$ cat config.mk
export PLATFORM = sky130hd
export DESIGN_NAME = syscall_unit_flat
export DESIGN_NICKNAME = d
export VERILOG_FILES = /design/src/rtl/syscall_unit_pkg.sv /design/src/rtl/syscall_unit_if.sv /design/src/rtl/syscall_unit_seg7_scan.sv /design/src/rtl/syscall_unit.sv /design/src/flat_wrapper.sv
export SDC_FILE = /design/constraint.sdc
export NUM_CORES = 1
export LEC_CHECK = 0
export ABC_CLOCK_PERIOD_IN_PS = 4080
export CAP_MARGIN = 10
export CORE_MARGIN = 2
export CORE_UTILIZATION = 30
export DETAILED_ROUTE_END_ITERATION = 12
export MAX_ROUTING_LAYER = met4
export PLACE_DENSITY = 0.59
export SLEW_MARGIN = 20
export SYNTH_ARGS = -nofsm -noshare
export SYNTH_HDL_FRONTEND = slang
export SYNTH_SLANG_ARGS = --single-unit
$ cat constraint.sdc
create_clock -name clk -period 4.08 [get_ports clk]
set_clock_uncertainty 0.2 [all_clocks]
set_input_delay 1.224 -clock clk [delete_from_list [all_inputs] [get_ports clk]]
set_output_delay 1.224 -clock clk [all_outputs]
set_load 0.05 [all_outputs]
$ cat src/rtl/syscall_unit_pkg.sv
`default_nettype none
// ============================================================================
// Module  : syscall_unit_pkg
// Brief   : Shared service codes, register numbers and 7-seg glyph decoder.
// Revision: 1.0
// ============================================================================
package syscall_unit_pkg;

    localparam int unsigned c_REG_V0    = 2;
    localparam int unsigned c_REG_A0    = 4;

    localparam int unsigned c_SYS_PRINT = 1;
    localparam int unsigned c_SYS_EXIT  = 10;
    localparam int unsigned c_SYS_PAUSE = 50;

    // Active-low segments, bit order {g,f,e,d,c,b,a}
    function automatic logic [6:0] hex_glyph(input logic [3:0] nib);
        logic [6:0] g;
        case (nib)
            4'h0: g = 7'h40;
            4'h1: g = 7'h79;
            4'h2: g = 7'h24;
            4'h3: g = 7'h30;
            4'h4: g = 7'h19;
            4'h5: g = 7'h12;
            4'h6: g = 7'h02;
            4'h7: g = 7'h78;
            4'h8: g = 7'h00;
            4'h9: g = 7'h10;
            4'hA: g = 7'h08;
            4'hB: g = 7'h03;
            4'hC: g = 7'h46;
            4'hD: g = 7'h21;
            4'hE: g = 7'h06;
            default: g = 7'h0E;
        endcase
        return g;
    endfunction

endpackage
`default_nettype wire

$ cat src/rtl/syscall_unit_if.sv
`default_nettype none
// ============================================================================
// Module  : syscall_unit_if
// Brief   : Decode-side syscall request, pipeline control and display bundle.
// Revision: 1.0
// ============================================================================
interface syscall_unit_if #(
    parameter int DATA_WIDTH = 32,
    parameter int CNT_WIDTH  = 16
);
    logic                  syscall;
    logic [DATA_WIDTH-1:0] v0_data;
    logic [DATA_WIDTH-1:0] a0_data;
    logic                  go;
    logic                  stall;
    logic                  halt;
    logic [DATA_WIDTH-1:0] disp_data;
    logic [CNT_WIDTH-1:0]  print_cnt;
    logic [7:0]            an;
    logic [6:0]            seg;

    modport master (
        output syscall, v0_data, a0_data, go,
        input  stall, halt, disp_data, print_cnt, an, seg
    );

    modport slave (
        input  syscall, v0_data, a0_data, go,
        output stall, halt, disp_data, print_cnt, an, seg
    );
endinterface
`default_nettype wire

$ cat src/rtl/syscall_unit_seg7_scan.sv
`default_nettype none
// ============================================================================
// Module  : seg7_scan
// Brief   : 8-digit multiplexed 7-seg scanner: slot divider, digit index, decoder.
// Revision: 1.0
// ============================================================================
module seg7_scan
    import syscall_unit_pkg::*;
#(
    parameter int SCAN_DIV = 50000
) (
    input  wire logic        clk,
    input  wire logic        rst,
    input  wire logic [31:0] data,
    output logic      [7:0]  an,
    output logic      [6:0]  seg
);

    localparam int             c_CW      = $clog2(SCAN_DIV);
    localparam logic [c_CW-1:0] c_CNT_MAX = c_CW'(SCAN_DIV - 1);

    logic [c_CW-1:0] r_cnt;
    logic [2:0]      r_idx;
    logic [7:0]      r_an;
    logic [6:0]      r_seg;

    // an/seg are recomputed every cycle so a new data value appears cleanly
    always_ff @(posedge clk) begin
        if (rst) begin
            r_cnt <= '0;
            r_idx <= 3'd0;
            r_an  <= 8'hFF;
            r_seg <= 7'h7F;
        end else begin
            if (r_cnt == c_CNT_MAX) begin
                r_cnt <= '0;
                r_idx <= r_idx + 3'd1;
            end else begin
                r_cnt <= r_cnt + c_CW'(1);
            end
            r_an  <= ~(8'h01 << r_idx);
            r_seg <= hex_glyph(data[{r_idx, 2'b00} +: 4]);
        end
    end

    assign an  = r_an;
    assign seg = r_seg;

endmodule
`default_nettype wire

$ cat src/rtl/syscall_unit.sv
`default_nettype none
// ============================================================================
// Module  : syscall_unit
// Brief   : Services SYSCALL print/pause/exit from v0/a0 and drives the display.
// Revision: 1.0
// ============================================================================
module syscall_unit
    import syscall_unit_pkg::*;
#(
    parameter int DATA_WIDTH = 32,
    parameter int SCAN_DIV   = 50000,
    parameter int CNT_WIDTH  = 16
) (
    input wire logic       clk,
    input wire logic       rst,
    syscall_unit_if.slave  bus
);

    localparam logic [1:0] c_ST_RUN    = 2'd0;
    localparam logic [1:0] c_ST_PAUSED = 2'd1;
    localparam logic [1:0] c_ST_HALTED = 2'd2;

    typedef enum logic [1:0] {
        ST_RUN    = c_ST_RUN,
        ST_PAUSED = c_ST_PAUSED,
        ST_HALTED = c_ST_HALTED
    } state_t;

    localparam logic [DATA_WIDTH-1:0] c_V_PRINT = DATA_WIDTH'(c_SYS_PRINT);
    localparam logic [DATA_WIDTH-1:0] c_V_EXIT  = DATA_WIDTH'(c_SYS_EXIT);
    localparam logic [DATA_WIDTH-1:0] c_V_PAUSE = DATA_WIDTH'(c_SYS_PAUSE);

    state_t                r_state;
    logic                  r_stall;
    logic                  r_halt;
    logic [DATA_WIDTH-1:0] r_disp;
    logic [CNT_WIDTH-1:0]  r_cnt;
    logic [31:0]           w_scan_data;

    always_ff @(posedge clk) begin
        if (rst) begin
            r_state <= ST_RUN;
            r_stall <= 1'b0;
            r_halt  <= 1'b0;
            r_disp  <= '0;
            r_cnt   <= '0;
        end else begin
            case (r_state)
                ST_RUN: begin
                    // go is meaningless while running, even alongside a syscall
                    if (bus.syscall) begin
                        if (bus.v0_data == c_V_PRINT) begin
                            r_disp <= bus.a0_data;
                            r_cnt  <= r_cnt + CNT_WIDTH'(1);
                        end else if (bus.v0_data == c_V_EXIT) begin
                            r_state <= ST_HALTED;
                            r_halt  <= 1'b1;
                            r_stall <= 1'b1;
                        end else if (bus.v0_data == c_V_PAUSE) begin
                            r_state <= ST_PAUSED;
                            r_stall <= 1'b1;
                        end
                    end
                end
                ST_PAUSED: begin
                    if (bus.go) begin
                        r_state <= ST_RUN;
                        r_stall <= 1'b0;
                    end
                end
                ST_HALTED: begin
                    r_state <= ST_HALTED;
                end
                default: begin
                    r_state <= ST_RUN;
                    r_stall <= 1'b0;
                end
            endcase
        end
    end

    // Scanner always sees 8 nibbles; missing high nibbles read as zero
    generate
        if (DATA_WIDTH >= 32) begin : g_scan_trunc
            assign w_scan_data = r_disp[31:0];
        end else begin : g_scan_pad
            assign w_scan_data = {{(32 - DATA_WIDTH){1'b0}}, r_disp};
        end
    endgenerate

    seg7_scan #(
        .SCAN_DIV (SCAN_DIV)
    ) u_scan (
        .clk  (clk),
        .rst  (rst),
        .data (w_scan_data),
        .an   (bus.an),
        .seg  (bus.seg)
    );

    assign bus.stall     = r_stall;
    assign bus.halt      = r_halt;
    assign bus.disp_data = r_disp;
    assign bus.print_cnt = r_cnt;

endmodule
`default_nettype wire

$ cat src/flat_wrapper.sv
// flat-port wrapper written by rule: the top's interface ports become plain ports
module syscall_unit_flat import syscall_unit_pkg::*;
#(
    parameter int DATA_WIDTH = 32,
    parameter int SCAN_DIV   = 50000,
    parameter int CNT_WIDTH  = 16
)
  (clk, rst, bus_syscall, bus_v0_data, bus_a0_data, bus_go, bus_stall, bus_halt, bus_disp_data, bus_print_cnt, bus_an, bus_seg);
  syscall_unit_if #(.DATA_WIDTH(DATA_WIDTH), .CNT_WIDTH(CNT_WIDTH)) bus_i ();
  input wire logic clk;
  input wire logic rst;
  input wire logic [$bits(bus_i.syscall)-1:0] bus_syscall;
  input wire logic [$bits(bus_i.v0_data)-1:0] bus_v0_data;
  input wire logic [$bits(bus_i.a0_data)-1:0] bus_a0_data;
  input wire logic [$bits(bus_i.go)-1:0] bus_go;
  output wire logic [$bits(bus_i.stall)-1:0] bus_stall;
  output wire logic [$bits(bus_i.halt)-1:0] bus_halt;
  output wire logic [$bits(bus_i.disp_data)-1:0] bus_disp_data;
  output wire logic [$bits(bus_i.print_cnt)-1:0] bus_print_cnt;
  output wire logic [$bits(bus_i.an)-1:0] bus_an;
  output wire logic [$bits(bus_i.seg)-1:0] bus_seg;
  assign bus_i.syscall = bus_syscall;
  assign bus_i.v0_data = bus_v0_data;
  assign bus_i.a0_data = bus_a0_data;
  assign bus_i.go = bus_go;
  assign bus_stall = bus_i.stall;
  assign bus_halt = bus_i.halt;
  assign bus_disp_data = bus_i.disp_data;
  assign bus_print_cnt = bus_i.print_cnt;
  assign bus_an = bus_i.an;
  assign bus_seg = bus_i.seg;
  syscall_unit #(.DATA_WIDTH(DATA_WIDTH), .SCAN_DIV(SCAN_DIV), .CNT_WIDTH(CNT_WIDTH)) u_core (.clk(clk), .rst(rst), .bus(bus_i));
endmodule
### Word level (Yosys, flattened, before mapping)

Memories as Yosys holds them, arrays and structs flattened. A register that Yosys moved wholly into a read port is not among the register bits.
Cells that the tools add are included.

| cells by class | value |
|---|---|
| equality and inequality tests | 10 |
| reductions and logical operators | 6 |
| shift-type cells | 2 |
| add/subtract/negate cells | 3 |
| mux-type cells | 12 |
| bitwise logic cells | 3 |

Operator list:

| operator | count |
|---|---|
| $add A16 B1 Y16 const B | 2 |
| $eq A32 B1 Y1 const B | 1 |
| $eq A32 B4 Y1 const B | 1 |
| $eq A32 B6 Y1 const B | 1 |
| $shiftx A32 B6 Y4 | 1 |
| $eq A16 B16 Y1 const B | 1 |
| $mux W2 | 5 |
| $not A8 Y8 | 1 |
| $reduce_and A4 Y1 | 2 |
| $shl A1 B3 Y8 const A | 1 |
| $ne A2 B2 Y1 const B | 3 |
| $pmux W2 S3 | 1 |
| $mux W1 | 5 |
| $reduce_and A5 Y1 | 1 |
| $add A3 B1 Y3 const B | 1 |
| $ne A3 B1 Y1 const B | 1 |
| $pmux W1 S3 | 1 |
| $reduce_and A3 Y1 | 1 |
| $eq A2 B1 Y1 const B | 1 |
| $eq A2 B2 Y1 const B | 1 |
| $logic_not A2 Y1 | 1 |
| $not A1 Y1 | 2 |
| $reduce_or A2 Y1 | 1 |

| storage, ports and cells | value |
|---|---|
| ROM bits | 112 |
| flip-flop bits (word level) | 79 |
| memories | 1 |
| bits of input ports | 68 |
| logic and storage cells | 45 |
| output and inout port bits | 65 |

Memory list:

| memory | depth | width | rd ports | clocked after memory_dff | write ports | RTL line | RTL |
|---|---|---|---|---|---|---|---|
| (name not given) | 16 | 7 | 1 | 1 | 0 | syscall_unit_pkg.sv:19 | `case (nib)` |

### Depth between registers and ports, before layout

| logic depth | value |
|---|---|
| depth after elaboration | 6 |
| depth in mapped cells | 7 |
| depth with buffers taken out | 6 |

### Cells and area by module

A second synthesis with hierarchy kept.

| unflattened totals | value |
|---|---|
| cell total of the unflattened synthesis | 458 |
| area total of the unflattened synthesis | 3970.1 um^2 |

Modules (own cells, without submodules):

| module | area each (um^2) | times used | sequential area each (um^2) | cells an instance |
|---|---|---|---|---|
| syscall_unit | 2192.1 | 1 | 1041.0 | 276 |
| seg7_scan | 1778.0 | 1 | 680.7 | 182 |

### Least setup slack after synthesis

No wires, ideal clock.

| timing | value |
|---|---|
| kind | input to register |
| start | in bus_v0_data[9] |
| end | reg u_core.r_cnt[15], in the netlist u_core.bus.print_cnt[15] |
| buffers on the path | 1 |
| library setup time | 0.121 ns |
| arrival | 3.031 ns |
| stages | 6 |
| path slack | 0.728 ns |
| data required time | 3.759 ns |
| cells stage by stage | nor4_2 > nand4_2 > or4_4 > buf_6 > nor4_1 > mux2_2 |

| between the ends | value |
|---|---|
| word-level cells in the longest chain between the ends | 2 |

Ends and longest elaborated chain:

| element | RTL line | RTL |
|---|---|---|
| start, declared | flat_wrapper.sv:13 | `input wire logic [$bits(bus_i.v0_data)-1:0] bus_v0_data;` |
| $eq A32 B1 Y1 | syscall_unit.sv:52 | `if (bus.v0_data == c_V_PRINT) begin` |
| $reduce_and A3 Y1 (no line) | -- |  |
| end signal, assigned | syscall_unit.sv:54 | `r_cnt <= r_cnt + CNT_WIDTH'(1);` |
| end, declared | syscall_unit.sv:37 | `logic [CNT_WIDTH-1:0] r_cnt;` |

Every way passes these cells.
A chain may end at the register's enable or synchronous reset.

### Worst setup path after layout

Same ends and word-level chain as after synthesis.

==> metrics.yaml <==
floorplan:
  fp-row-count: 41
  die-area_um2: 13930
  io_pins: 133
  initial_core_util_pct: 30.78
  die_h_um: 118.0
  core_region_area_um2: 12670
  die_w_um: 118.0
clock_network:
  clk_latency_ns: 0.34
  cts.sinks: 86
  postCtsResizedCells: 0
  cts_hold_buf: 0
  cts_tree: "built"
  cts_buffers: 9
  post_cts_buffers: 0
  clkTransAtPathRegs_ns: 0.06
  cts-root-buf: "clkbuf_16"
  cts-htree-levels: 3
  clockBufferDepth: 2
timing:
  hold_viol: 0
  fin_setup_tns_ns: 0
  timing.hold.ws_ns: 0.2459
  slew_headroom_pct: 55.02
  period_needed_ns: 3.563
  slew_viol_final: 0
  setup_violations: 0
  tightest_slew_ns: 0.6685
  grt_setup_unrepaired: "no"
  fmax_ghz: 0.2807
  setup_ws_ns: 0.5174
  period_share_pct: 87.32
logic_synthesis:
  synth_edf_count: 0
  synthCells: 443
  ys.flop_type: "dfxtp_1"
  synth.avg_cell_area_um2: 8.804
  yosysWarnings: 0
  ys_seq_area_share_pct: 44.15
  synth-seq-cells: 86
  synth_cell_type_count: 46
  ys_async_sr_fraction_pct: 0
  synth_area_um2: 3900
  synth_nets: 525
power_and_ir_drop:
  ir_drop_mv: 0.2198
  p_switching_uw: 395.6
  power_frac_comb_pct: 6.5
  p_seq_share_pct: 47.4
  power_density_nw_per_um2: 313.2
  p_leak_nw: 1.969
  intPower_mw: 1.393
  power_mw: 1.788
  swShare_pct: 22.12
  pwr-share-clk_pct: 46.0
place:
  io_buffers: 132
  dpl.cell_count: 734
  place_hpwl_mm: 7.640
  pre_cts_ws_ns: 0.1548
  placed_area_um2: 5411
  gp_congestion: 0.7992
grt:
  antenna_found_initial: 0
  grt_max_degree: 57
  grt_pass1_vias: 3554
  grt_pass1_wl_mm: 17.44
  grt_usage_pct: 15.78
  grt.overflow.total: 0
cells_and_area:
  nets: 655
  n_fill_cell: 1247
  area_delta_synth_final_pct: 46.39
  final_common_cell: "clkdlybuf4s50_1"
  antenna_cells: 0
  final_area_um2: 5709
  drive_gt1_share_pct: 8.478
  fin_util_pct: 45.06
  stdcell_count: 750
  mostFrequentLayoutCells: "clkdlybuf4s50_1, nand2_1, dfxtp_1"
drt:
  vias_per_cell: 4.848
  drc: 0
  avgRoutedWirePerCell_um: 14.01
  vias: 3636
  drt-initial-drc-count: 130
  finalWirelength_mm: 10.51
  drt_pass1_iterations: 4
  ant_nets: 0
critical_path:
  cp_data_arrival_time_ns: 3.59
  end_kind: "flip-flop"
  ff2ff_path_depth: 7
  cp.required_ns: 4.11
  worstSetupPathType: "primary input to flip-flop"
  startpoint_type: "primary input"
  critPathMaxFanout: 15
outcome:
  outcome: "finished, final reports clean"
worst_hold_path:
  hold_depth: 2
  hp-class: "flip-flop to flip-flop"
flow_run:
  maxCapViolCount: 0
[worst max-delay path, stage by stage]
cell and delay (ns):
clkdlybuf4s50_1 0.43, nor4_2 0.32, nand4_2 0.26, or4_4 0.68, nor4_1 0.31, mux2_2 0.36
[registers in the layout, summed over array words and instances (netlist names)]
| signal | cells |
|---|---|
| u_core.bus.print_cnt | 16 |
| u_core.bus.stall | 1 |
| u_core.u_scan.r_idx | 3 |
| u_core.u_scan.an | 8 |
| u_core.bus.disp_data | 32 |
| u_core.u_scan.seg | 7 |
| u_core.r_state | 2 |
| u_core.bus.halt | 1 |
| u_core.u_scan.r_cnt | 16 |
[kinds of logic after synthesis]
| family | count (synthesis) | share of synthesized area, % |
|---|---|---|
| and+or+nand+nor | 196 | 24.67 |
| xor gates and xnor gates | 17 | 3.818 |
| DFF | 86 | 44.14 |
| adders and majority gates | 14 | 4.492 |
| buffers and inverters | 34 | 3.529 |
| muxes | 19 | 7.603 |
| AOI/OAI and AO/OA | 77 | 11.74 |
[final timing paths]
path	from	end	slack, ns
setup / recovery	bus_v0_data[9]	u_core.bus.print_cnt[15]$_SDFFE_PP0P_	0.52
hold / removal	u_core.bus.stall$_SDFFE_PP0P_	u_core.bus.stall$_SDFFE_PP0P_	0.25
setup reg to reg	u_core.u_scan.r_idx[1]$_SDFFE_PP0P_	u_core.u_scan.seg[3]$_SDFF_PP1_	1.30
hold reg to reg	u_core.bus.stall$_SDFFE_PP0P_	u_core.bus.stall$_SDFFE_PP0P_	0.25
[power by group through the flow]
stage	registers [mW]	clock network, mW	logic, mW
floorplan	0.880	0	0.0233
global placement	0.867	0	0.116
detailed placement	0.867	0	0.118
CTS	0.848	0.848	0.118
global route	0.849	0.874	0.125
finish	0.849	0.823	0.117
[final cells by class]
type / count / area [um2] / share of cell area (%)
multi-input cells: 323 / 2046 / 35.83
well taps: 172 / 215.2 / 3.769
clock buffers: 9 / 225.2 / 3.945
flip-flops and latches: 86 / 1722 / 30.16
inverters: 12 / 45.04 / 0.7890
repair buffers: 141 / 1384 / 24.24
clock inverters: 7 / 72.57 / 1.271
[synthesized netlist by cell type, drive strengths merged (5+ instances only)]
library cell,instances,area share (%)
xnor2,9,2.0
and3,6,0.96
mux2,5,1.4
nand2,94,9.0
clkbuf,19,1.8
ha,14,4.5
dfxtp,86,44
mux2i,6,1.5
o31ai,11,2.1
or4,11,2.2
nor4,13,2.7
xor2,8,1.8
nand3,12,1.5
nand4,9,1.6
a21oi,49,6.3
mux4,8,4.6
inv,11,1.1
nor2,30,2.9
[metal layers]
| metal | vias to the layer above | track usage (%) | share of wire [%] |
|---|---|---|---|
| met5 | - | - | 0 |
| met4 | 0 | 5.497 | 2.0 |
| met3 | 15 | 3.876 | 4.6 |
| met2 | 72 | 25.00 | 47 |
| met1 | 1724 | 19.65 | 46 |
| li1 | 1825 | - | - |
Power figures use the tool's default switching activity.
